==> src/rtl/fetch_stage_if.sv <==
// ============================================================================
// Module   : fetch_stage_if
// Brief    : Decode-redirect, instruction-memory and IF/ID bundle for
//            fetch_stage. Optional perf ports under FETCH_PERF_CNT_EN.
// Revision : 1.0 - initial release
// ============================================================================
`default_nettype none

interface fetch_stage_if;
  logic        id_if_selpcsource;
  logic [1:0]  id_if_selpctype;
  logic [31:0] id_if_pcimd2ext;
  logic [31:0] id_if_rega;
  logic [31:0] id_if_pcindex;
  logic        if_mem_req;
  logic [31:0] if_mem_addr;
  logic        mem_if_ready;
  logic [31:0] mem_if_data;
  logic [31:0] if_id_instruc;
  logic [31:0] if_id_nextpc;
`ifdef FETCH_PERF_CNT_EN
  logic [31:0] if_perf_fetches;
  logic [31:0] if_perf_stalls;
`endif

  modport master (
    input  id_if_selpcsource, id_if_selpctype, id_if_pcimd2ext,
    input  id_if_rega, id_if_pcindex, mem_if_ready, mem_if_data,
    output if_mem_req, if_mem_addr, if_id_instruc, if_id_nextpc
`ifdef FETCH_PERF_CNT_EN
    , output if_perf_fetches, if_perf_stalls
`endif
  );

  modport slave (
    output id_if_selpcsource, id_if_selpctype, id_if_pcimd2ext,
    output id_if_rega, id_if_pcindex, mem_if_ready, mem_if_data,
    input  if_mem_req, if_mem_addr, if_id_instruc, if_id_nextpc
`ifdef FETCH_PERF_CNT_EN
    , input if_perf_fetches, if_perf_stalls
`endif
  );
endinterface

`default_nettype wire

==> src/rtl/fetch_stage.sv <==
// ============================================================================
// Module   : fetch_stage
// Brief    : MIPS instruction-fetch stage: PC, memory req/ready handshake,
//            IF/ID register, branch/jump redirects with one delay slot.
//            Optional counters enabled by defining FETCH_PERF_CNT_EN.
// Revision : 1.0 - initial release
// ============================================================================
`default_nettype none

module fetch_stage #(
  parameter logic [31:0] RESET_PC = 32'h0000_0000,
  parameter logic [31:0] NOP_WORD = 32'h0000_0000
) (
  input  wire logic     clock,
  input  wire logic     reset,
  fetch_stage_if.master bus
);

  typedef enum logic [0:0] {
    S_IDLE  = 1'b0,
    S_FETCH = 1'b1
  } state_t;

  state_t      r_state;
  logic        r_req;
  logic [31:0] r_pc;
  logic [31:0] r_redir_pc;
  logic        r_redir_pending;
  logic [31:0] r_instruc;
  logic [31:0] r_nextpc;
`ifdef FETCH_PERF_CNT_EN
  logic [31:0] r_perf_fetches;
  logic [31:0] r_perf_stalls;
`endif

  logic [31:0] w_target;
  logic [31:0] w_pc_plus4;
  logic [31:0] w_next_pc;

  always_comb begin
    w_target = bus.id_if_pcimd2ext;
    case (bus.id_if_selpctype)
      2'b01:   w_target = bus.id_if_rega;
      2'b10:   w_target = bus.id_if_pcindex;
      default: w_target = bus.id_if_pcimd2ext;
    endcase
  end

  assign w_pc_plus4 = r_pc + 32'd4;

  // A same-cycle redirect beats one latched while the delay slot was stalled.
  always_comb begin
    w_next_pc = w_pc_plus4;
    if (bus.id_if_selpcsource)
      w_next_pc = w_target;
    else if (r_redir_pending)
      w_next_pc = r_redir_pc;
  end

  always_ff @(posedge clock or posedge reset) begin
    if (reset) begin
      r_state         <= S_IDLE;
      r_req           <= 1'b0;
      r_pc            <= RESET_PC;
      r_redir_pc      <= 32'h0000_0000;
      r_redir_pending <= 1'b0;
      r_instruc       <= NOP_WORD;
      r_nextpc        <= 32'h0000_0000;
`ifdef FETCH_PERF_CNT_EN
      r_perf_fetches  <= 32'h0000_0000;
      r_perf_stalls   <= 32'h0000_0000;
`endif
    end else begin
      case (r_state)
        S_IDLE: begin
          r_state <= S_FETCH;
          r_req   <= 1'b1;
        end
        S_FETCH: begin
          if (bus.mem_if_ready) begin
            r_instruc       <= bus.mem_if_data;
            r_nextpc        <= w_pc_plus4;
            r_pc            <= w_next_pc;
            r_redir_pending <= 1'b0;
`ifdef FETCH_PERF_CNT_EN
            r_perf_fetches  <= r_perf_fetches + 32'd1;
`endif
          end else begin
            r_instruc <= NOP_WORD;
            if (bus.id_if_selpcsource) begin
              r_redir_pc      <= w_target;
              r_redir_pending <= 1'b1;
            end
`ifdef FETCH_PERF_CNT_EN
            r_perf_stalls <= r_perf_stalls + 32'd1;
`endif
          end
        end
        default: begin
          r_state <= S_IDLE;
          r_req   <= 1'b0;
        end
      endcase
    end
  end

  assign bus.if_mem_req    = r_req;
  assign bus.if_mem_addr   = r_pc;
  assign bus.if_id_instruc = r_instruc;
  assign bus.if_id_nextpc  = r_nextpc;
`ifdef FETCH_PERF_CNT_EN
  assign bus.if_perf_fetches = r_perf_fetches;
  assign bus.if_perf_stalls  = r_perf_stalls;
`endif

endmodule

`default_nettype wire

==> src/flat_wrapper.sv <==
// flat-port wrapper written by rule: the top's interface ports become plain ports
module fetch_stage_flat 
#(
  parameter logic [31:0] RESET_PC = 32'h0000_0000,
  parameter logic [31:0] NOP_WORD = 32'h0000_0000
)
  (clock, reset, bus_id_if_selpcsource, bus_id_if_selpctype, bus_id_if_pcimd2ext, bus_id_if_rega, bus_id_if_pcindex, bus_mem_if_ready, bus_mem_if_data, bus_if_mem_req, bus_if_mem_addr, bus_if_id_instruc, bus_if_id_nextpc);
  fetch_stage_if bus_i ();
  input  wire logic clock;
  input  wire logic reset;
  input wire logic [$bits(bus_i.id_if_selpcsource)-1:0] bus_id_if_selpcsource;
  input wire logic [$bits(bus_i.id_if_selpctype)-1:0] bus_id_if_selpctype;
  input wire logic [$bits(bus_i.id_if_pcimd2ext)-1:0] bus_id_if_pcimd2ext;
  input wire logic [$bits(bus_i.id_if_rega)-1:0] bus_id_if_rega;
  input wire logic [$bits(bus_i.id_if_pcindex)-1:0] bus_id_if_pcindex;
  input wire logic [$bits(bus_i.mem_if_ready)-1:0] bus_mem_if_ready;
  input wire logic [$bits(bus_i.mem_if_data)-1:0] bus_mem_if_data;
  output wire logic [$bits(bus_i.if_mem_req)-1:0] bus_if_mem_req;
  output wire logic [$bits(bus_i.if_mem_addr)-1:0] bus_if_mem_addr;
  output wire logic [$bits(bus_i.if_id_instruc)-1:0] bus_if_id_instruc;
  output wire logic [$bits(bus_i.if_id_nextpc)-1:0] bus_if_id_nextpc;
  assign bus_i.id_if_selpcsource = bus_id_if_selpcsource;
  assign bus_i.id_if_selpctype = bus_id_if_selpctype;
  assign bus_i.id_if_pcimd2ext = bus_id_if_pcimd2ext;
  assign bus_i.id_if_rega = bus_id_if_rega;
  assign bus_i.id_if_pcindex = bus_id_if_pcindex;
  assign bus_i.mem_if_ready = bus_mem_if_ready;
  assign bus_i.mem_if_data = bus_mem_if_data;
  assign bus_if_mem_req = bus_i.if_mem_req;
  assign bus_if_mem_addr = bus_i.if_mem_addr;
  assign bus_if_id_instruc = bus_i.if_id_instruc;
  assign bus_if_id_nextpc = bus_i.if_id_nextpc;
  fetch_stage #(.RESET_PC(RESET_PC), .NOP_WORD(NOP_WORD)) u_core (.clock(clock), .reset(reset), .bus(bus_i));
endmodule
==> config.mk <==
export PLATFORM = sky130hd
export DESIGN_NAME = fetch_stage_flat
export DESIGN_NICKNAME = d
export VERILOG_FILES = /design/src/rtl/fetch_stage_if.sv /design/src/rtl/fetch_stage.sv /design/src/flat_wrapper.sv
export SDC_FILE = /design/constraint.sdc
export NUM_CORES = 1
export LEC_CHECK = 0
export BUFFER_PORTS_ARGS = -buffer_cell sky130_fd_sc_hd__buf_2
export CORE_MARGIN = 1.5
export CORE_UTILIZATION = 40
export DETAILED_ROUTE_END_ITERATION = 10
export HOLD_SLACK_MARGIN = 0.05
export PLACE_DENSITY = 0.69
export RECOVER_POWER = 100
export SLEW_MARGIN = 10
export SYNTH_ARGS = -nofsm -noshare
export SYNTH_HDL_FRONTEND = slang
export SYNTH_SLANG_ARGS = --single-unit
export TNS_END_PERCENT = 20
==> constraint.sdc <==
create_clock -name clock -period 8.9 [get_ports clock]
set_input_delay 1.335 -clock clock [delete_from_list [all_inputs] [get_ports clock]]
set_output_delay 1.335 -clock clock [all_outputs]
set_load 0.01 [all_outputs]
==> results of run 1 <==
==> cells in the mapped netlist (all sizes together) (6+ instances only) <==
cell type    n
nor4         6
nand3       20
and3        15
o22ai       10
buf          9
inv         45
dfrtp      131
nor2        20
nand4        7
a221oi       6
a22oi       15
xor2         6
mux2        14
nand2      125
xnor2       22
a22o        11
a221o       20
o21ai      129
a21oi       31
clkbuf      56
o2bb2ai      8
==> cells in the final DEF, fill, tap and decap left out, drive strengths merged, types with 22 or more instances in the layout <==
cell type,n
o21ai,129
dfrtp,131
nand2,125
buf,135
a21oi,31
xnor2,22
clkbuf,120
inv,53
==> critical path, delay by kind of cell <==
family	cells	cell delay [ns]
multiplexers	1	0.47
AND/OR/NAND/NOR	1	1.04
buffers and inverters	2	2.21
==> power by group <==
group          internal [mW]  total, mW  switching (mW)  leakage [nW]
clock                  0.369      0.669           0.301         0.276
sequential             0.703      0.810           0.107          1.66
combinational          0.165      0.410           0.245          1.80
total                   1.24       1.89           0.652          3.74
==> sequential cells by signal, indices dropped and copies added, names as in the netlist <==
name / flops
u_core.r_redir_pending: 1
u_core.bus.if_id_nextpc: 32
u_core.r_state: 1
u_core.bus.if_id_instruc: 32
u_core.bus.if_mem_addr: 32
u_core.bus.if_mem_req: 1
u_core.r_redir_pc: 32
==> worst paths after layout <==
| kind | startpoint | end | slack (ns) | cells past startpoint |
|---|---|---|---|---|
| min in group asynchronous | reset | u_core.bus.if_id_instruc[27] | 1.73 | 2 |
| hold / removal | u_core.bus.if_mem_req | u_core.bus.if_mem_req | 0.47 | 1 |
| setup reg to reg | u_core.r_state | u_core.bus.if_mem_addr[13] | 4.77 | 5 |
| setup / recovery | bus_id_if_selpcsource | u_core.r_redir_pc[3] | 4.14 | 4 |
| hold reg to reg | u_core.bus.if_mem_req | u_core.bus.if_mem_req | 0.47 | 1 |
| max in group asynchronous | reset | u_core.bus.if_id_instruc[25] | 5.29 | 3 |
==> cells by family (layout without fill, tap and decap cells) <==
group	count (synthesis)	count (layout)
compound gates	259	259
simple gates	218	218
flops	131	131
buf+inv	110	315
xor+xnor	28	28
mux	15	15
fa+ha+maj	3	3
other cells	1	1
==> layer usage <==
metal | vias up | GRT usage, % | wire length [um]
li1 | 3110 | - | -
met1 | 3094 | 33.7 | 9820
met2 | 254 | 35.5 | 9480
met3 | 28 | 5.67 | 1320
met4 | 0 | 7.91 | 347
met5 | - | 0 | 0
==> layout make-up <==
cell class                 count  area [um^2]  share of cell area, %
multi-input combinational    524         3130                   36.9
tap                          220          275                   3.24
inverter                      45          170                   2.01
timing repair buffer         238         1070                   12.6
clock buffer                  17          425                   5.01
sequential                   131         3280                   38.6
clock inverter                15          138                   1.62
==> flow_summary.ini, run 1 <==
[status]
outcome = finished, violations left
failed_checks = max-capacitance violations, max-slew violations

[synth]
synthDominantAreaCellType = dfrtp_1
synthesis.area_per_instance_um2 = 8.94
yosys.area_share.simple_pct = 15.0
synth_seq_cells = 131
synth_edf_count = 0
postSynth.asyncResetShare_pct = 100
yosys_warnings = 0
synth-xor-area-share_pct = 3.59
synthesized_area_um2 = 6840
yosys-mux-area-fraction_pct = 2.45
synthesis.nets = 902
compound_gate_fraction_of_synth_area_pct = 24.0
synth_ff_type = dfrtp_1
yosysSeqAreaShare_pct = 48.0
distinct_cell_type_count_after_synthesis = 57
synth_top_family_by_area = compound AO/OA/AOI/OAI gates
netlist_instances = 765
netlist.area_leader.share_pct = 48.0
synth.area.top_cells = dfrtp_1 (48%), o21ai_0 (9.4%), nand2_1 (6.9%), clkbuf_1 (3.0%), a221o_1 (2.9%)
yosys.area_share.adder_pct = 0.549

[routing]
final_antenna_net_count = 0
dr_total_vias = 6486
drt-wirelength-per-cell_um = 17.6
vias_per_cell = 5.45
total_routed_wirelength_mm = 21.0
drt_drc_violations_left = 0
detailedRoute.firstIterationViolations = 541
detailedRoute.firstPassIterationCount = 5

[grt]
antenna_found_initial = 1
grt-ovfl-total = 0
first_global_vias = 6168
grt_first_pass_wirelength_mm = 33.3
groute.usage.overall_pct = 23.7
grt_max_degree = 90

[sta]
final-max-slew-violation-count = 290
final.setup.worst_slack_ns = 4.14
finalSetupTns_ns = 0
fmax_mhz = 210
final-setup-viol-count = 0
hold_slack_ns = 0.468
rsz0062_at_grt = no
post-route-min-period_ns = 4.76
max_slew.worst_pin.slew_ns = 3.50
max-slew-margin-rel_pct = -133
finalHoldViolations = 0
fin_crit_sh_pct = 53.5
worst_setup_skew_after_layout_ns = 0.00890

[clocking]
cts-buffers-inserted = 17
clock_tree_from_tritoncts = yes
post_cts_resized = 0
postCtsSetupBuffers = 0
insertion_delay_ns = 0.43
cts_h_tree_lvls = 4
clock-root-buffer = clkbuf_16
cts_buffer_depth = 2
path_clk_slew_ns = 0.07
postCtsHoldBufs = 0
clock-sinks = 131

[pwr]
vdd_ir_drop_max_v = 0.000140
powerDensity_nw_per_um2 = 223
total_power_mw = 1.89
leak_pwr_nw = 3.74

[final_layout]
final_area_um2 = 8490
num-nets-final = 1094
drive_above_1_share_pct = 20.0
num_antenna_cells = 0
syn2layout_area_growth_pct = 24.2
final-instance-count-excl-fill = 1190
num-fill-cells = 1636
final_util_pct = 51.0

[setup_path]
endpoint_kind = register
critical_path_peak_fanout = 46
arr_time_crit_path_ns = 5.07
worst_path_largest_cell_delay_ns = 1.49
worstSetupStartpointType = input pin
cp_common_cell = clkbuf_1
crit_path_kind = input pin to register
critical_path_required_ns = 9.21
critical-path-slowest-cell = clkbuf_1
timing.critical_path.cells = clkbuf_1 > nand3b_1 > clkbuf_1 > mux2_2

[placement]
post-place-ws_ns = 5.17
portBuffers = 230
hpwlAfterDp_mm = 14.7
place.detailed.instances = 1158
routabilityCongestion = 0.851
dpl-instance-area_um2 = 8070

[min_path]
worst_hold_path_type = register to register

[die]
die-area_um2 = 17900
die_y_um = 134
initial_core_utilization_pct = 41.1
fp.dieW_um = 134
row_count = 47
core_um2 = 16600
number_of_top_level_pins = 231

[job]
number_of_max_cap_violations = 5
(Power assumes the default switching activity.)
==> run 2: changes to the inputs <==
--- a/config.mk
+++ b/config.mk
@@ -10,7 +10,7 @@
 export CORE_UTILIZATION = 40
 export DETAILED_ROUTE_END_ITERATION = 10
 export HOLD_SLACK_MARGIN = 0.05
-export PLACE_DENSITY = 0.69
+export PLACE_DENSITY = 0.71
 export RECOVER_POWER = 100
 export SLEW_MARGIN = 10
 export SYNTH_ARGS = -nofsm -noshare
==> constraint.sdc (replaced) <==
create_clock -name clock -period 3.9 [get_ports clock]
set_input_delay 0.585 -clock clock [delete_from_list [all_inputs] [get_ports clock]]
set_output_delay 0.585 -clock clock [all_outputs]
set_load 0.01 [all_outputs]
==> run 2 against run 1 <==
The run still ends with max-capacitance violations, max-slew violations left. Worst setup slack got worse by 3.3 ns. Global-route usage increased by 0.64 points. Via count decreased by 0.31%. Clock power increased to 2.6 times the previous value. Critical path depth increased by 1. Critical path type is now register to register. Critical endpoint is now u_core.bus.if_mem_addr[17].
==> flow_summary.ini, run 2 (synthesized netlist as in run 1, its figures left out) <==
[final_layout]
syn2layout_area_growth_pct = 25.9
mostFrequentLayoutCells = buf_2 (132), dfrtp_1 (131), o21ai_0 (129), nand2_1 (125), clkbuf_1 (102)
final_util_pct = 51.7
drive_above_1_share_pct = 20.4
final_common_cell = buf_2
num-nets-final = 1099

[pwr]
vdd_ir_drop_max_v = 0.000290
powerDensity_nw_per_um2 = 527
leak_pwr_nw = 3.80

[clocking]
insertion_delay_ns = 0.42
cts_h_tree_lvls = 4
post_cts_resized = 0
path_clk_slew_ns = 0.06
cts-buffers-inserted = 17
clock-root-buffer = clkbuf_16
clock-sinks = 131
cts_buffer_depth = 2
postCtsHoldBufs = 0
postCtsSetupBuffers = 0
clock_tree_from_tritoncts = yes

[sta]
fmax_mhz = 325
final.setup.worst_slack_ns = 0.827
rsz0062_at_grt = no
final-max-slew-violation-count = 117
final-setup-viol-count = 0
max_slew.worst_pin.slew_ns = 2.25
post-route-min-period_ns = 3.07
fin_crit_sh_pct = 78.8
finalSetupTns_ns = 0
worst_setup_skew_after_layout_ns = 0.00565
finalHoldViolations = 0
max-slew-margin-rel_pct = -50.0

[die]
number_of_top_level_pins = 231
initial_core_utilization_pct = 41.1
fp.dieW_um = 134
die-area_um2 = 17900
core_um2 = 16600
row_count = 47
die_y_um = 134

[grt]
grt-ovfl-total = 0
first_global_vias = 6107
groute.usage.overall_pct = 24.4
grt_max_degree = 64
grt_first_pass_wirelength_mm = 34.1
antenna_found_initial = 3

[routing]
total_routed_wirelength_mm = 21.3
drt_drc_violations_left = 0
dr_total_vias = 6466
final_antenna_net_count = 0
drt-wirelength-per-cell_um = 17.8
detailedRoute.firstIterationViolations = 430
vias_per_cell = 5.40
detailedRoute.firstPassIterationCount = 8

[setup_path]
critical_path_required_ns = 4.20
endpoint_kind = register
critical_path_peak_fanout = 56
reg2reg_to = u_core.bus.if_mem_addr[17]
r2r_start = u_core.r_state
worstSetupStartpointType = register
count_of_cells_along_the_worst_register_to_register_path = 5
reg2reg_slack_ns = 0.83
crit_path_kind = register to register
arr_time_crit_path_ns = 3.37

[min_path]
worstHoldPathCells = 3
worst_hold_path_type = input pin to register
holdCritStartpoint = bus_mem_if_data[7]
timing.hold.worst_endpoint = u_core.bus.if_id_instruc[7]

[placement]
post-place-ws_ns = 1.13
portBuffers = 230
routabilityCongestion = 0.821
hpwlAfterDp_mm = 15.2

[status]
outcome = finished, violations left
failed_checks = max-capacitance violations, max-slew violations

[job]
number_of_max_cap_violations = 3
==> run 2: worst max path at each step <==
| stage | startpoint | to | slack, ns | depth (start not counted) |
|---|---|---|---|---|
| after detailed placement | bus_id_if_selpctype[0] | u_core.bus.if_mem_addr[17] | 1.13 | 7 |
| after CTS | u_core.bus.if_mem_addr[2] | u_core.bus.if_mem_addr[28] | 1.21 | 6 |
| after floorplan | bus_id_if_selpctype[0] | u_core.r_redir_pc[1] | 1.66 | 7 |
| final | u_core.r_state | u_core.bus.if_mem_addr[17] | 0.83 | 5 |
| after global placement | bus_id_if_selpctype[0] | u_core.bus.if_mem_addr[17] | 1.22 | 7 |
| after global routing | u_core.r_state | u_core.bus.if_mem_addr[17] | 0.51 | 5 |
==> run 2: metrics by stage <==
step                area (um^2)  instances  hold WS (ns)  total power [mW]
floorplan                  6840        765         0.441              2.40
global placement           8130       1163         0.445              2.82
detailed placement         8130       1163         0.463              2.85
CTS                        8780       1195         0.308              4.60
global route               8600       1196         0.381              4.77
finish                     8610       1197         0.365              4.54
==> run 2: power breakdown <==
group / leakage (nW) / switching [mW] / internal (mW) / total, mW
Combinational: 1.83 / 0.553 / 0.377 / 0.931
Sequential: 1.66 / 0.254 / 1.60 / 1.86
Clock: 0.305 / 0.600 / 1.15 / 1.75
Total: 3.80 / 1.41 / 3.13 / 4.54
==> run 2: layer usage <==
layer	GRT usage, %	part of all wire (%)
met1	35.4	47
met2	35.8	44
met3	5.48	6.9
met4	8.03	2.1
met5	0	0.061
==> run 2: area by class of cell <==
cell class              count  area, um^2
flip-flops and latches    131        3280
repair buffers            243        1110
inverters                  45         170
well taps                 220         275
clock inverters            13         208
fillers                  1560        8040
clock buffers              19         443
multi-input cells         524        3120
diodes                      2        5.00
==> run 2: critical path: stages, from the launching register on <==
cell and delay (ns):
dfrtp_1 0.35, buf_4 0.23, nand2_1 1.00, clkbuf_2 0.95, a221oi_1 0.11, a211o_1 0.28
==> run 3: changes to the inputs <==
==> constraint.sdc (replaced) <==
create_clock -name clock -period 2.77 [get_ports clock]
set_input_delay 0.4155 -clock clock [delete_from_list [all_inputs] [get_ports clock]]
set_output_delay 0.4155 -clock clock [all_outputs]
set_load 0.01 [all_outputs]
==> run 3 against run 2 <==
The flow finishes with violations (max-capacitance violations). Cell count up 0.58%. Count of clock-buffer cells in the layout down 2. Wire length fell by 1.8%. Critical path depth unchanged. Critical path type unchanged. Critical endpoint is now u_core.bus.if_mem_addr[27]. Highest routed layer is now met4.
==> flow_summary.ini, run 3 (synthesized netlist as in run 1, its figures left out) <==
[final_layout]
drive_above_1_share_pct = 21.2
mostFrequentLayoutCells = buf_2 (132), dfrtp_1 (131), o21ai_0 (129), nand2_1 (125), clkbuf_1 (100)
final-instance-count-excl-fill = 1204
num-fill-cells = 1598
num_antenna_cells = 0
area_used_by_multi_input_combinational_logic_um2 = 3110
final_common_cell = buf_2
num-nets-final = 1108
syn2layout_area_growth_pct = 25.8
final_util_pct = 51.7
sequential_cell_area_in_the_final_layout_um2 = 3280

[routing]
drt_drc_violations_left = 0
vias_per_cell = 5.33
drt-wirelength-per-cell_um = 17.3
final_antenna_net_count = 0
detailedRoute.firstPassIterationCount = 5
detailedRoute.firstIterationViolations = 549
total_routed_wirelength_mm = 20.9
dr_total_vias = 6423

[status]
outcome = finished, violations left
failed_checks = max-capacitance violations

[setup_path]
worstSetupStartpointType = register
arr_time_crit_path_ns = 2.76
endpoint_kind = register
count_of_cells_along_the_worst_register_to_register_path = 5
critical_path_peak_fanout = 12
crit_path_kind = register to register
critical_path_required_ns = 3.14

[sta]
max-slew-margin-rel_pct = 0.591
fin_crit_sh_pct = 86.6
post-route-min-period_ns = 2.40
final-setup-viol-count = 0
final-max-slew-violation-count = 0
finalSetupTns_ns = 0
final.setup.worst_slack_ns = 0.372
rsz0062_at_grt = no
max_slew.worst_pin.slew_ns = 1.48
fmax_mhz = 417
worst_setup_skew_after_layout_ns = 0.00656
finalHoldViolations = 0

[pwr]
vdd_ir_drop_max_v = 0.000476
leak_pwr_nw = 3.82
power.switching_mw = 2.04
switching_share_pct = 33.5
p_int_mw = 4.05
share_comb_of_total_power_pct = 21.8
clockPowerShare_pct = 35.8
powerDensity_nw_per_um2 = 709
seqPwrFrac_pct = 42.4

[clocking]
path_clk_slew_ns = 0.06
clock-sinks = 131
cts_buffer_depth = 2
postCtsSetupBuffers = 0
postCtsHoldBufs = 0
post_cts_resized = 0
cts-buffers-inserted = 17
insertion_delay_ns = 0.43
clock-root-buffer = clkbuf_16
cts_h_tree_lvls = 4
clock_tree_from_tritoncts = yes

[die]
initial_core_utilization_pct = 41.1
fp.dieW_um = 134
die_y_um = 134
row_count = 47
die-area_um2 = 17900
number_of_top_level_pins = 231
core_um2 = 16600

[grt]
grt_first_pass_wirelength_mm = 33.2
grt-ovfl-total = 0
groute.usage.overall_pct = 23.9
antenna_found_initial = 0
grt_max_degree = 53
first_global_vias = 6099

[job]
number_of_max_cap_violations = 1

[placement]
place.detailed.instances = 1172
routabilityCongestion = 0.835
portBuffers = 230
post-place-ws_ns = 0.415
hpwlAfterDp_mm = 15.3

[min_path]
worstHoldPathCells = 3
worst_hold_path_type = input pin to register
run 3: layer usage:
| metal | routed length, um | GRT usage [%] |
|---|---|---|
| met1 | 9830 | 34.9 |
| met2 | 9360 | 35.3 |
| met3 | 1300 | 5.02 |
| met4 | 391 | 8.09 |
| met5 | 0 | 0 |
run 3: metrics by stage:
step           power [mW]  hold slack, ns  instance area (um^2)
2_1_floorplan        3.38           0.441                  6840
3_3_place_gp         3.98           0.446                  8210
3_5_place_dp         4.01           0.448                  8210
4_1_cts              6.20           0.148                  8780
5_1_grt              6.43           0.191                  8600
6_report             6.10           0.183                  8600
run 3: area by class of cell:
type | count | share of cell area (%)
Clock buffer | 17 | 4.95
Clock inverter | 15 | 1.75
Inverter | 45 | 1.98
Multi-Input combinational cell | 524 | 36.2
Sequential cell | 131 | 38.1
Tap cell | 220 | 3.20
Timing Repair Buffer | 252 | 13.8
run 3: critical path: stages, from the launching register on:
cell,delay [ns]
dfrtp_1,0.47
nand2_1,0.17
or4_4,0.64
or4_1,0.57
o41ai_1,0.29
a22o_1,0.19
run 3: power by group through the flow:
stage,Clock [mW],Combinational (mW),Sequential (mW)
6_report,2.18,1.33,2.59
5_1_grt,2.30,1.49,2.64
4_1_cts,2.21,1.42,2.57
3_5_place_dp,0,1.41,2.60
3_3_place_gp,0,1.39,2.59
2_1_floorplan,0,0.747,2.63
run 3: worst paths after layout:
path | from | slack [ns] | endpoint
worst min register to register | u_core.bus.if_mem_req | 0.46 | u_core.bus.if_mem_req
worst max-delay path | u_core.bus.if_mem_addr[2] | 0.37 | u_core.bus.if_mem_addr[27]
worst max register to register | u_core.bus.if_mem_addr[2] | 0.37 | u_core.bus.if_mem_addr[27]
worst min-delay path | bus_mem_if_data[0] | 0.18 | u_core.bus.if_id_instruc[0]
min in group asynchronous | reset | 0.33 | u_core.bus.if_id_instruc[20]
max in group asynchronous | reset | 0.85 | u_core.r_redir_pc[28]
